==> config.mk <==
export PLATFORM = sky130hd
export DESIGN_NAME = manhattan_distance_flat
export DESIGN_NICKNAME = d
export VERILOG_FILES = /design/src/rtl/manhattan_distance_if.sv /design/src/rtl/manhattan_distance.sv /design/src/flat_wrapper.sv
export SDC_FILE = /design/constraint.sdc
export NUM_CORES = 1
export LEC_CHECK = 0
export CORE_MARGIN = 5
export CORE_UTILIZATION = 50
export CTS_CLUSTER_SIZE = 30
export DETAILED_ROUTE_END_ITERATION = 10
export PLACE_DENSITY = 0.85
export SYNTH_ARGS = -nofsm -noshare
export SYNTH_HDL_FRONTEND = slang
export SYNTH_SLANG_ARGS = --single-unit
==> constraint.sdc <==
create_clock -name clk -period 1.1 [get_ports clk]
set_input_delay 0.22 -clock clk [delete_from_list [all_inputs] [get_ports clk]]
set_output_delay 0.22 -clock clk [all_outputs]
set_load 0.01 [all_outputs]
==> src/rtl/manhattan_distance_if.sv <==
// manhattan_distance_if: bus bundle for the L1 distance unit.
//   master drives en/axis/a/b/c; slave returns dist_out/single_dist_out/done.
//   Widths follow the unit's derived sizes for the given dim/data_range.
interface manhattan_distance_if #(
    parameter int dim        = 3,
    parameter int data_range = 255
);
    localparam int dim_size    = $clog2(data_range);
    localparam int center_size = dim * dim_size;
    localparam int dist_size   = $clog2(data_range * dim);
    localparam int axis_w      = ($clog2(dim) < 1) ? 1 : $clog2(dim);
    logic                   en;
    logic [axis_w-1:0]      axis;
    logic [center_size-1:0] a;
    logic [center_size-1:0] b;
    logic [center_size-1:0] c;
    logic [dist_size-1:0]   dist_out;
    logic [dim_size-1:0]    single_dist_out;
    logic                   done;
    modport master (output en, axis, a, b, c, input dist_out, single_dist_out, done);
    modport slave  (input en, axis, a, b, c, output dist_out, single_dist_out, done);
endinterface

==> src/rtl/manhattan_distance.sv <==
// manhattan_distance: registered L1 distance and split-axis distance between a node center and a query point.
//   clk  : clock, rising edge
//   rst  : asynchronous active-low reset
//   bus  : manhattan_distance_if.slave (en, axis, a, b, c in; dist_out, single_dist_out, done out)
//   Optional macro MANHATTAN_PIPE_EN inserts a register between the absolute
//   differences and the adder, making latency 2 cycles at full throughput.
module manhattan_distance #(
    parameter int dim        = 3,
    parameter int data_range = 255
) (
    input logic clk,
    input logic rst,
    manhattan_distance_if.slave bus
);
    localparam int dim_size  = $clog2(data_range);
    localparam int dist_size = $clog2(data_range * dim);
    localparam int sum_w     = dist_size + 1;
    logic [dim-1:0][dim_size-1:0] diff;
    logic [dim_size-1:0]          sel;
    logic [dim-1:0][dim_size-1:0] d_src;
    logic [dim_size-1:0]          s_src;
    logic                         v_src;
    logic [sum_w-1:0]             sum;
    // Magnitude compare per coordinate; axis values past the last coordinate fall back to dim-1.
    always_comb begin
        sel = '0;
        for (int k = 0; k < dim; k++) begin
            diff[k] = (bus.a[k*dim_size +: dim_size] >= bus.b[k*dim_size +: dim_size])
                    ? bus.a[k*dim_size +: dim_size] - bus.b[k*dim_size +: dim_size]
                    : bus.b[k*dim_size +: dim_size] - bus.a[k*dim_size +: dim_size];
        end
        sel = diff[dim-1];
        for (int k = 0; k < dim - 1; k++)
            if (int'(bus.axis) == k) sel = diff[k];
    end
`ifdef MANHATTAN_PIPE_EN
    logic [dim-1:0][dim_size-1:0] diff_q;
    logic [dim_size-1:0]          sel_q;
    logic                         vld_q;
    always_ff @(posedge clk or negedge rst) begin
        if (!rst) begin
            diff_q <= '0;
            sel_q  <= '0;
            vld_q  <= 1'b0;
        end else begin
            vld_q <= bus.en;
            if (bus.en) begin
                diff_q <= diff;
                sel_q  <= sel;
            end
        end
    end
    assign d_src = diff_q;
    assign s_src = sel_q;
    assign v_src = vld_q;
`else
    assign d_src = diff;
    assign s_src = sel;
    assign v_src = bus.en;
`endif
    // One spare bit catches overflow so the result can saturate.
    always_comb begin
        sum = '0;
        for (int k = 0; k < dim; k++) sum = sum + sum_w'(d_src[k]);
    end
    always_ff @(posedge clk or negedge rst) begin
        if (!rst) begin
            bus.dist_out        <= '0;
            bus.single_dist_out <= '0;
            bus.done            <= 1'b0;
        end else begin
            bus.done <= v_src;
            if (v_src) begin
                bus.dist_out        <= sum[dist_size] ? '1 : sum[dist_size-1:0];
                bus.single_dist_out <= s_src;
            end
        end
    end
endmodule

==> src/flat_wrapper.sv <==
// flat-port wrapper written by rule: the top's interface ports become plain ports
module manhattan_distance_flat 
#(
    parameter int dim        = 3,
    parameter int data_range = 255
)
  (clk, rst, bus_en, bus_axis, bus_a, bus_b, bus_c, bus_dist_out, bus_single_dist_out, bus_done);
  manhattan_distance_if #(.dim(dim), .data_range(data_range)) bus_i ();
  input logic clk;
  input logic rst;
  input wire logic [$bits(bus_i.en)-1:0] bus_en;
  input wire logic [$bits(bus_i.axis)-1:0] bus_axis;
  input wire logic [$bits(bus_i.a)-1:0] bus_a;
  input wire logic [$bits(bus_i.b)-1:0] bus_b;
  input wire logic [$bits(bus_i.c)-1:0] bus_c;
  output wire logic [$bits(bus_i.dist_out)-1:0] bus_dist_out;
  output wire logic [$bits(bus_i.single_dist_out)-1:0] bus_single_dist_out;
  output wire logic [$bits(bus_i.done)-1:0] bus_done;
  assign bus_i.en = bus_en;
  assign bus_i.axis = bus_axis;
  assign bus_i.a = bus_a;
  assign bus_i.b = bus_b;
  assign bus_i.c = bus_c;
  assign bus_dist_out = bus_i.dist_out;
  assign bus_single_dist_out = bus_i.single_dist_out;
  assign bus_done = bus_i.done;
  manhattan_distance #(.dim(dim), .data_range(data_range)) u_core (.clk(clk), .rst(rst), .bus(bus_i));
endmodule
==> reports/results.tsv <==
stage	metric	value	unit
yosys	avgSynthCellArea	8.35	sq um
sta	relSlewSlack	62.2	%
clock_tree	clkSinkCount	19	
yosys	syn_area	0.00346	sq mm
die	dieArea	0.00868	sq mm
placed_design	placed_area	0.00533	sq mm
setup_path	path_cells	buf_12 > inv_12 > ha_4 > inv_4 > fa_2 > a21oi_4 > o21ai_4 > a21oi_4 > mux2_4 > buf_6 > ha_4 > a21o_1 > maj3_2 > xor2_1 > ha_1 > o21ai_2 > a21boi_2 > o21ai_2 > a21boi_4 > o21ai_4 > and4_1 > a211oi_2 > o211ai_1	
power_and_ir_drop	combinationalPowerShare	85.6	%
placed_design	gp_congestion	0.916	
final_layout	final_cell_mix	buf_4, inv_1, ha_1	
yosys	netlist_instances	414	
global_route	grt_use_total	28.9	%
die	die_w	93.2	microns
placed_design	place_inst	674	
setup_path	worstPathRequired	1.23	ns
route	vias	4302	
setup_path	r2r_slack	0.14	ns
route	drt_iter0_drc	234	
sta	period_share	398	%
sta	setup_violations	17	
die	top_level_ports	96	
power_and_ir_drop	powerDensity	1830	mW/mm^2
clock_tree	cts_buffer_depth	2	
route	wl_per_cell	21.7	microns
setup_path	arrival	4.51	ns
yosys	synth_flop_cell	dfrtp_1	
global_route	grt_pass1_vias	4337	
final_layout	design_area	0.00620	sq mm
die	rows	30	
die	die_h	93.2	microns
setup_path	worstSetupPathType	input port to flop	
power_and_ir_drop	intPower	0.00623	W
sta	timing.final.hold_violations	0	
flow_run	drv_cap	0	
setup_path	slowest_delay	0.39	ns
clock_tree	root_buffer	clkbuf_8	
setup_path	critPathLaunchType	input port	
final_layout	drive_above_1_share	51.4	%
global_route	grt_max_degree	21	
clock_tree	cts_hold_buf	0	
final_layout	mostFrequentLayoutCell	buf_4	
sta	setup_slack	-3.28	ns
run_status	violations	setup timing	
final_layout	areaGrowthSynthToFinish	79.4	%
yosys	yosysWarnings	0	
clock_tree	clkLatencyLatePin	0.26	ns
power_and_ir_drop	peakVddDrop	820	uV
yosys	async_reset_ff_share	100	%
clock_tree	ctsHtreeMaxLevel	1	
worst_hold_path	hp-class	input port to asynchronous set/reset pin	
power_and_ir_drop	seqPwrFrac	9.9	%
yosys	synth_nets	559	
setup_path	r2r-end	u_core.bus.dist_out[8]	
die	start_util	51.2	%
setup_path	crit_path_top_delay_cell	fa_2	
final_layout	fin_nets	776	
setup_path	path_max_fanout	4	
yosys	synth_top_area_share	21.7	%
sta	maxSlewViolCount	0	
setup_path	r2r_cells	2	
power_and_ir_drop	p_leak	3.08	nW
global_route	gr-total-overflow	0	
global_route	antenna_found_initial	0	
sta	finalCriticalPeriod	4.38	ns
final_layout	stdcell_count	710	
global_route	grt_pass1_wl	20.2	mm
final_layout	n_antenna_cell	0	
sta	worst_slew_pin_slew	0.564	ns
clock_tree	cts_tree	done	
sta	max_freq	228	MHz
setup_path	worstSetupEndpointType	flop	
route	drc_errors	0	
power_and_ir_drop	clkPwrFrac	4.5	%
placed_design	dp_hpwl	8.57	mm
setup_path	reg2reg_from	u_core.bus.dist_out[8]	
sta	fin_skew	0	ns
route	drt-total-wl	15.4	mm
sta	rsz0062_at_grt	yes	
yosys	synth_edf_count	0	
power_and_ir_drop	p_sw	0.00511	W
run_status	status	complete, but fails checks	
power_and_ir_drop	switching_share	45.1	%
clock_tree	cts_buffers	3	
sta	hold_slack	0.292	ns
yosys	synth-seq-area-share	13.7	%
final_layout	fillers	254	
route	drtAntennaViolNets	0	
clock_tree	clkSlewWorstSetupHoldPaths	0.08	ns
yosys	synth.ff_latch_count	19	
placed_design	portBuffers	71	
route	drt_first_pass_iters	8	
yosys	yosysUniqueCellTypes	60	
yosys	yosys.area.top_type	ha_1	
route	viasPerCell	6.06	
yosys	yosys-top-cells-area	ha_1, dfrtp_1, inv_1	
die	fp.coreArea	0.00676	sq mm
-- worst max-delay path, delay by kind of cell --
family          cells  cell delay, ns
mux                 1            0.35
simple gates        1            0.23
fa+ha+maj           5            1.42
xor+xnor            1            0.18
compound gates     11            1.78
buf+inv             4            0.32
-- per-stage QoR --
stage	worst slack, ns	power (W)	TNS (ns)	util, %
finish	-3.28	0.0113	-35.43	91.8
detailed placement	-3.80	0.00807	-47.19	78.9
floorplan	-2.96	0.00518	-31.24	-
global placement	-3.60	0.00771	-45.53	78.9
global route	-3.36	0.0118	-36.80	91.8
CTS	-2.98	0.00922	-32.25	86.6
-- final cells by class --
cell class	count	area (sq um)	share of cell area (%)
clock inverters	1	5.00	0.0807
flip-flops and latches	19	475	7.66
clock buffers	3	41.3	0.666
well taps	80	100	1.61
multi-input cells	306	3410	55.0
inverters	81	342	5.51
repair buffers	220	1830	29.4
-- Yosys cell counts (2+ instances only) --
cell type,n
inv_1,81
ha_1,60
a21oi_1,31
nand2_1,25
o21ai_0,23
xnor2_1,21
dfrtp_1,19
a21o_1,16
mux2i_1,15
nor2_1,14
mux2_2,13
fa_1,8
xor2_1,6
nor3_1,5
o21a_1,5
a311oi_1,4
nor2b_1,4
o211ai_1,4
a21boi_0,3
o311ai_0,3
o31ai_1,3
a2111oi_0,2
a211oi_1,2
a21bo_2,2
and2_1,2
and4_1,2
buf_4,2
buf_6,2
clkbuf_1,2
nand3_1,2
nand4_1,2
o21ai_1,2
o21bai_1,2
-- state kept, by name (all words and copies together) (netlist names) --
name                        cells
u_core.bus.done                 1
u_core.bus.single_dist_out      8
u_core.bus.dist_out            10
-- power groups by stage --
stage                     registers [W]  logic [W]  clock network, W
after floorplan                 0.00120    0.00398                 0
after global placement          0.00110    0.00661                 0
after detailed placement        0.00111    0.00696                 0
after CTS                       0.00109    0.00761          0.000515
after global routing            0.00114     0.0101          0.000544
final                           0.00112    0.00971          0.000511
-- worst max-delay path by stage --
stage	startpoint	end	slack, ns
floorplan	bus_a[8]	u_core.bus.dist_out[8]	-2.96
global placement	bus_a[8]	u_core.bus.dist_out[8]	-3.60
detailed placement	bus_a[8]	u_core.bus.dist_out[8]	-3.80
CTS	bus_a[8]	u_core.bus.dist_out[8]	-2.98
global route	bus_a[8]	u_core.bus.dist_out[8]	-3.36
finish	bus_a[8]	u_core.bus.dist_out[8]	-3.28
-- logic make-up (layout without fill, tap and decap cells) --
| group | after synthesis | in the layout | share of synthesized area, % |
|---|---|---|---|
| AO/OA/AOI/OAI | 120 | 120 | 24.9 |
| XOR/XNOR | 27 | 27 | 6.84 |
| adder cells (fa/ha/maj) | 70 | 70 | 27.0 |
| buffers and inverters | 89 | 305 | 10.3 |
| flip-flops | 19 | 19 | 13.7 |
| multiplexers | 29 | 29 | 9.01 |
| AND/OR/NAND/NOR | 60 | 60 | 8.18 |
-- timing repair --
item / in CTS / in global routing
endpoints found under the setup margin: 37 / 20
setup buffers: 22 / 15
hold endpoints to repair: 0 / 0
pin swaps: 50 / 39
gates resized for setup: 229 / 64
-- layer usage --
metal / vias up / global-route usage, % / wire [microns] / part of all wire, %
met4: 0 / 14.3 / 1100 / 7.2
li1: 1863 / - / - / -
met5: - / 0 / 0 / 0
met3: 122 / 2.82 / 932 / 6.0
met2: 284 / 59.3 / 8160 / 53
met1: 2033 / 28.0 / 5230 / 34
Note: power is estimated with default switching activity, not from simulation.
